File: src/rtl/pipe_pkg.sv
// Shared types and helpers for the multi-stage skid pipeline.
// The stage state encoding doubles as the number of valid entries held by that stage.
package pipe_pkg;

  typedef enum logic [1:0] {
    ST_EMPTY = 2'd0,
    ST_BUSY  = 2'd1,
    ST_FULL  = 2'd2
  } stage_state_t;

  function automatic int occ_width(input int stages);
    return $clog2(2 * stages + 1);
  endfunction

endpackage

File: src/rtl/pipeline_skid_stage.sv
// One full-throughput skid-buffer stage: main + skid registers, registered ready,
// synchronous reset (clears everything) and flush (invalidates, keeps data).
module pipeline_skid_stage
  import pipe_pkg::*;
#(
  parameter int DATA_WIDTH = 8
) (
  input  logic                  clk,
  input  logic                  reset,
  input  logic                  flush,
  input  logic [DATA_WIDTH-1:0] in_data,
  input  logic                  in_valid,
  output logic                  in_ready,
  output logic [DATA_WIDTH-1:0] out_data,
  output logic                  out_valid,
  input  logic                  out_ready
);

  stage_state_t          state_q, state_d;
  logic [DATA_WIDTH-1:0] main_q, skid_q;
  logic                  ready_q;
  logic                  in_xfer, out_xfer;
  logic                  load_main_in, load_main_skid, load_skid;

  // ready_q always equals (state_q != ST_FULL); reset masks it while asserted
  assign in_ready  = ready_q & ~reset;
  assign out_valid = (state_q != ST_EMPTY);
  assign out_data  = main_q;
  assign in_xfer   = in_valid & in_ready;
  assign out_xfer  = out_valid & out_ready;

  always_comb begin
    state_d        = state_q;
    load_main_in   = 1'b0;
    load_main_skid = 1'b0;
    load_skid      = 1'b0;
    case (state_q)
      ST_EMPTY: begin
        if (in_xfer) begin
          state_d      = ST_BUSY;
          load_main_in = 1'b1;
        end
      end
      ST_BUSY: begin
        if (in_xfer && out_xfer) begin
          load_main_in = 1'b1;
        end else if (in_xfer) begin
          state_d   = ST_FULL;
          load_skid = 1'b1;
        end else if (out_xfer) begin
          state_d = ST_EMPTY;
        end
      end
      ST_FULL: begin
        if (out_xfer) begin
          state_d        = ST_BUSY;
          load_main_skid = 1'b1;
        end
      end
      default: state_d = ST_EMPTY;
    endcase
    if (flush) state_d = ST_EMPTY;
  end

  always_ff @(posedge clk) begin
    if (reset) begin
      state_q <= ST_EMPTY;
      ready_q <= 1'b1;
      main_q  <= '0;
      skid_q  <= '0;
    end else begin
      state_q <= state_d;
      ready_q <= (state_d != ST_FULL);
      if (load_main_in) begin
        main_q <= in_data;
      end else if (load_main_skid) begin
        main_q <= skid_q;
      end
      if (load_skid) skid_q <= in_data;
    end
  end

endmodule

File: src/rtl/multi_stage_pipeline_reg.sv
// STAGES chained skid stages between producer and consumer, with synchronous flush.
// Optional macro PIPE_OCCUPANCY_EN adds a registered occupancy count output.
module multi_stage_pipeline_reg
  import pipe_pkg::*;
#(
  parameter int DATA_WIDTH = 8,
  parameter int STAGES     = 2
) (
  input  logic                  clk,
  input  logic                  reset,
  input  logic                  flush,
  input  logic [DATA_WIDTH-1:0] input_data,
  input  logic                  input_valid,
  output logic                  input_ready,
  output logic [DATA_WIDTH-1:0] out_data,
  output logic                  out_valid,
  input  logic                  out_ready
`ifdef PIPE_OCCUPANCY_EN
  ,
  output logic [occ_width(STAGES)-1:0] occupancy
`endif
);

  if (STAGES < 1) begin : g_bad_cfg
    $error("multi_stage_pipeline_reg: STAGES must be >= 1");
  end

  // Index k is the input side of stage k; index STAGES is the block output
  logic [DATA_WIDTH-1:0] chain_data [STAGES+1];
  logic [STAGES:0]       chain_valid;
  logic [STAGES:0]       chain_ready;

  assign chain_data[0]       = input_data;
  assign chain_valid[0]      = input_valid;
  assign input_ready         = chain_ready[0];
  assign out_data            = chain_data[STAGES];
  assign out_valid           = chain_valid[STAGES];
  assign chain_ready[STAGES] = out_ready;

  for (genvar k = 0; k < STAGES; k++) begin : g_stage
    pipeline_skid_stage #(
      .DATA_WIDTH(DATA_WIDTH)
    ) u_stage (
      .clk      (clk),
      .reset    (reset),
      .flush    (flush),
      .in_data  (chain_data[k]),
      .in_valid (chain_valid[k]),
      .in_ready (chain_ready[k]),
      .out_data (chain_data[k+1]),
      .out_valid(chain_valid[k+1]),
      .out_ready(chain_ready[k+1])
    );
  end

`ifdef PIPE_OCCUPANCY_EN
  localparam int              OCC_W   = occ_width(STAGES);
  localparam logic [OCC_W-1:0] OCC_MAX = OCC_W'(2 * STAGES);

  logic occ_in, occ_out;

  // Internal stage-to-stage moves conserve the count, so only the boundaries matter
  assign occ_in  = input_valid & input_ready;
  assign occ_out = out_valid & out_ready;

  always_ff @(posedge clk) begin
    if (reset || flush) begin
      occupancy <= '0;
    end else begin
      case ({occ_in, occ_out})
        2'b10:   occupancy <= occupancy + OCC_W'(1);
        2'b01:   occupancy <= occupancy - OCC_W'(1);
        default: occupancy <= occupancy;
      endcase
    end
  end

  always_ff @(posedge clk) begin
    if (!reset) assert (occupancy <= OCC_MAX);
  end
`endif

endmodule

File: config.mk
export PLATFORM = sky130hd
export DESIGN_NAME = multi_stage_pipeline_reg
export DESIGN_NICKNAME = d
export VERILOG_FILES = /design/src/rtl/pipe_pkg.sv /design/src/rtl/pipeline_skid_stage.sv /design/src/rtl/multi_stage_pipeline_reg.sv
export SDC_FILE = /design/constraint.sdc
export NUM_CORES = 1
export LEC_CHECK = 0
export ABC_AREA = 1
export ABC_CLOCK_PERIOD_IN_PS = 2200
export CAP_MARGIN = 15
export CORE_MARGIN = 2
export CORE_UTILIZATION = 57
export CTS_BUF_LIST = sky130_fd_sc_hd__clkbuf_8
export DETAILED_ROUTE_END_ITERATION = 7
export PLACE_DENSITY = 0.78
export SLEW_MARGIN = 20
export SYNTH_ARGS = -nofsm -noshare
export SYNTH_HDL_FRONTEND = slang
export SYNTH_HIERARCHICAL = 1
export SYNTH_SLANG_ARGS = --single-unit
File: constraint.sdc
create_clock -name clk -period 2.2 [get_ports clk]
set_input_delay 0.22 -clock clk [delete_from_list [all_inputs] [get_ports clk]]
set_output_delay 0.22 -clock clk [all_outputs]
set_load 0.02 [all_outputs]
==> metrics.txt <==
Final nets=299; Iter 0 DRT Violations=94; critical path depth=7; Clock Latency Late Sink=0.29 ns; Fin Hold WS=0.464 ns; post-synth top area share=40.9%; critical path class=register to register; CTS Buf Count=5; drt drc=0; period utilization=79.5%; Seq/Total Area, Yosys=40.9%; Reg-to-Reg Start=g_stage[0].u_stage/state_q[1]$_SDFF_PP0_; sequence of cells on the critical path=inv_1 > nand2_2 > nand3_1 > nor2_2 > nand3_1 > nand2_1 > a21oi_1; Die Ht=61.1 um; clk sinks=38; ys async rst share=0%; Post-Syn Area=1860 um2; post-layout min period=1.75 ns; slew at the pin closest to its max-slew limit=0.360 ns; Synth area leader=dfxtp_1; Post-Synth Simple-Gate Area=37.6%; Starting Density=60.4%; CP Launch Type=register; ant diodes=0; CTS root buf=clkbuf_8; clk slew on worst S/H paths=0.07 ns; grt ovf=0; outcome=complete, no violations; Crit. End Element=register; CTS tree=built; vias in the first global route=1451; register area=761 um2; top-count cell post-synth=nand2_1; Max Fclk=572 MHz; largest family of logic cells by synthesized area=simple AND/OR/NAND/NOR gates; Hold Buf Count CTS=0; R2R Path End=g_stage[1].u_stage/skid_q[5]$_SDFFE_PP0P_; total power=1.41 mW; CP delay by family, top=simple AND/OR/NAND/NOR gates; warnings from Yosys=6; Seq cells post-synth=38; main area contributors after synthesis=dfxtp_1 41%, nand2_1 15%, nand3_1 9.7%, a21oi_1 8.6%, inv_1 6.1%; RSZ-0062 raised after global routing=false; routing usage on met3=6.30%; crit path max fanout=8; final WL=3620 um; detailed placement HPWL=2500 um; endpoints failing hold=0; DIE WIDTH=61.1 um; setup TNS=0 ns; Port Buffers=22; Post-synth top cells=72 x nand2_1, 38 x dfxtp_1, 36 x nand3_1; xor-xnor portion of the synthesized cell area=0%; cts repair resizes=0; DR WL/cell=10.9 um; fillcell total=258; row count=20; Slew Limit Fails=0; initial antenna violation count=0; Syn Nets=273; CP Launch Point=g_stage[0].u_stage/state_q[1]$_SDFF_PP0_; Leak=0.901 nW; met2 Use GR=35.1%; Main synth FF type=dfxtp_1; Design Area, Final=2230 um2; worst reg-to-reg setup slack=0.45 ns; first-pass GRT wire length=6210 um; gpl congestion=0.846; multiplexer share of the synthesized area=0%; Worst path max stage delay=0.40 ns; multi-input combinational cell area=911 um2; area growth from synthesis to layout=19.9%; vias per std cell=5.17; library cells used by synthesis=20; total core area=3080 um2; # IOs=23; setup bufs post-CTS=0; MaxCap Viol Count=0; Longest Clk Path Bufs=2; Top cell by count, worst path=nand3_1; Pre-Repair DR Iteration Count=4; Synth Instances=260; largest net degree at the start of global routing=26; r2r worst-path depth=7; Layout Skew=0.00403 ns; slowest stage cell, crit path=dfxtp_1; EDFF count, synth=0; Final Setup Violations=0; type of the most critical hold path=register to register; CTS HTree Levels=2; Mean Syn Cell Area=7.15 um2; CP arrival=1.92 ns; DP Area=2120 um2; Req. time, crit path=2.37 ns; Global Route Usage Sum=22.0%; grt met1 use=28.4%; WP buf/inv=1; Worst Setup EP=g_stage[1].u_stage/skid_q[5]$_SDFFE_PP0P_; DIE AREA=3740 um2; Worst VDD drop=0.466 mV; worst relative slew slack=76.0%; Power Density=631 nW/um2; compound-gate portion of the synthesized area=11.4%; post-synthesis adder-cell area fraction=0%; GR peak layer=met2; DRT antenna net count=0; ratio of cells with drive above 1 in the final layout=10.8%; Vias=1710
placed cells by master (no fill, tap or decap):
master           Yosys  routed
a21oi_1             32      32
buf_4                4       7
clkbuf_8             0       8
clkdlybuf4s50_1      0      22
dfxtp_1             38      38
inv_1               30      30
inv_2                2       2
nand2_1             72      72
nand2_2              2       2
nand2_4              4       4
nand3_1             36      36
nand4_1             16      16
nor2_1               4       4
nor2_2               2       2
nor3_1               2       2
nor3_2               2       2
nor3_4               2       2
o21ai_0              2       2
o21ai_1              2       2
o21ai_4              2       2
through the flow:
step	setup slack (ns)	util [%]	cells
2_1_floorplan	0.467	-	260
6_report	0.451	72.4	331
3_3_place_gp	0.323	68.9	323
4_1_cts	0.451	72.4	331
5_1_grt	0.299	72.4	331
3_5_place_dp	0.274	68.9	323
cells by family (layout without fill, tap and decap cells):
group | after synthesis | in the layout
AOI/OAI and AO/OA | 38 | 38
buffers and inverters | 42 | 69
DFF | 38 | 38
and+or+nand+nor | 142 | 142
routing by layer:
metal	share of wire, %	routed length [um]
met4	0.53	19
met5	0	0
met2	47	1720
met1	46	1650
met3	6.3	228
cell type report:
cell class / count / area share, %
clock buffer: 8 / 4.94
inverter: 32 / 5.39
multi-input combinational: 180 / 40.9
sequential: 38 / 34.1
tap: 44 / 2.47
timing repair buffer: 29 / 12.2
registers in the layout, indices dropped and copies added, names as in the netlist:
| register | flops |
|---|---|
| g_stage.u_stage/skid_q | 16 |
| g_stage.u_stage/ready_q | 2 |
| g_stage.u_stage/state_q | 4 |
| g_stage.u_stage/out_data | 16 |
report_power, final:
part	switching (mW)	leakage, nW	total [mW]	internal (mW)
Clock	0.234	0.0575	0.550	0.316
Sequential	0.0111	0.308	0.716	0.705
Combinational	0.0804	0.535	0.141	0.0602
Total	0.325	0.901	1.41	1.08
how the worst min path moves through the flow:
stage                                                      endpoint  depth (start not counted)                                      start
after floorplan               g_stage[0].u_stage/ready_q$_SDFF_PP1_                          2                                      flush
after global placement    g_stage[1].u_stage/skid_q[4]$_SDFFE_PP0P_                          2  g_stage[1].u_stage/skid_q[4]$_SDFFE_PP0P_
after detailed placement  g_stage[1].u_stage/skid_q[3]$_SDFFE_PP0P_                          2  g_stage[1].u_stage/skid_q[3]$_SDFFE_PP0P_
after CTS                 g_stage[1].u_stage/skid_q[6]$_SDFFE_PP0P_                          2  g_stage[1].u_stage/skid_q[6]$_SDFFE_PP0P_
after global routing      g_stage[1].u_stage/skid_q[6]$_SDFFE_PP0P_                          2  g_stage[1].u_stage/skid_q[6]$_SDFFE_PP0P_
final                     g_stage[0].u_stage/skid_q[4]$_SDFFE_PP0P_                          2  g_stage[0].u_stage/skid_q[4]$_SDFFE_PP0P_
worst min-delay path: stages, from the launching register on:
cell and delay (ns):
dfxtp_1 0.31, nand2_1 0.06, a21oi_1 0.05
Note: power is estimated with default switching activity, not from simulation.
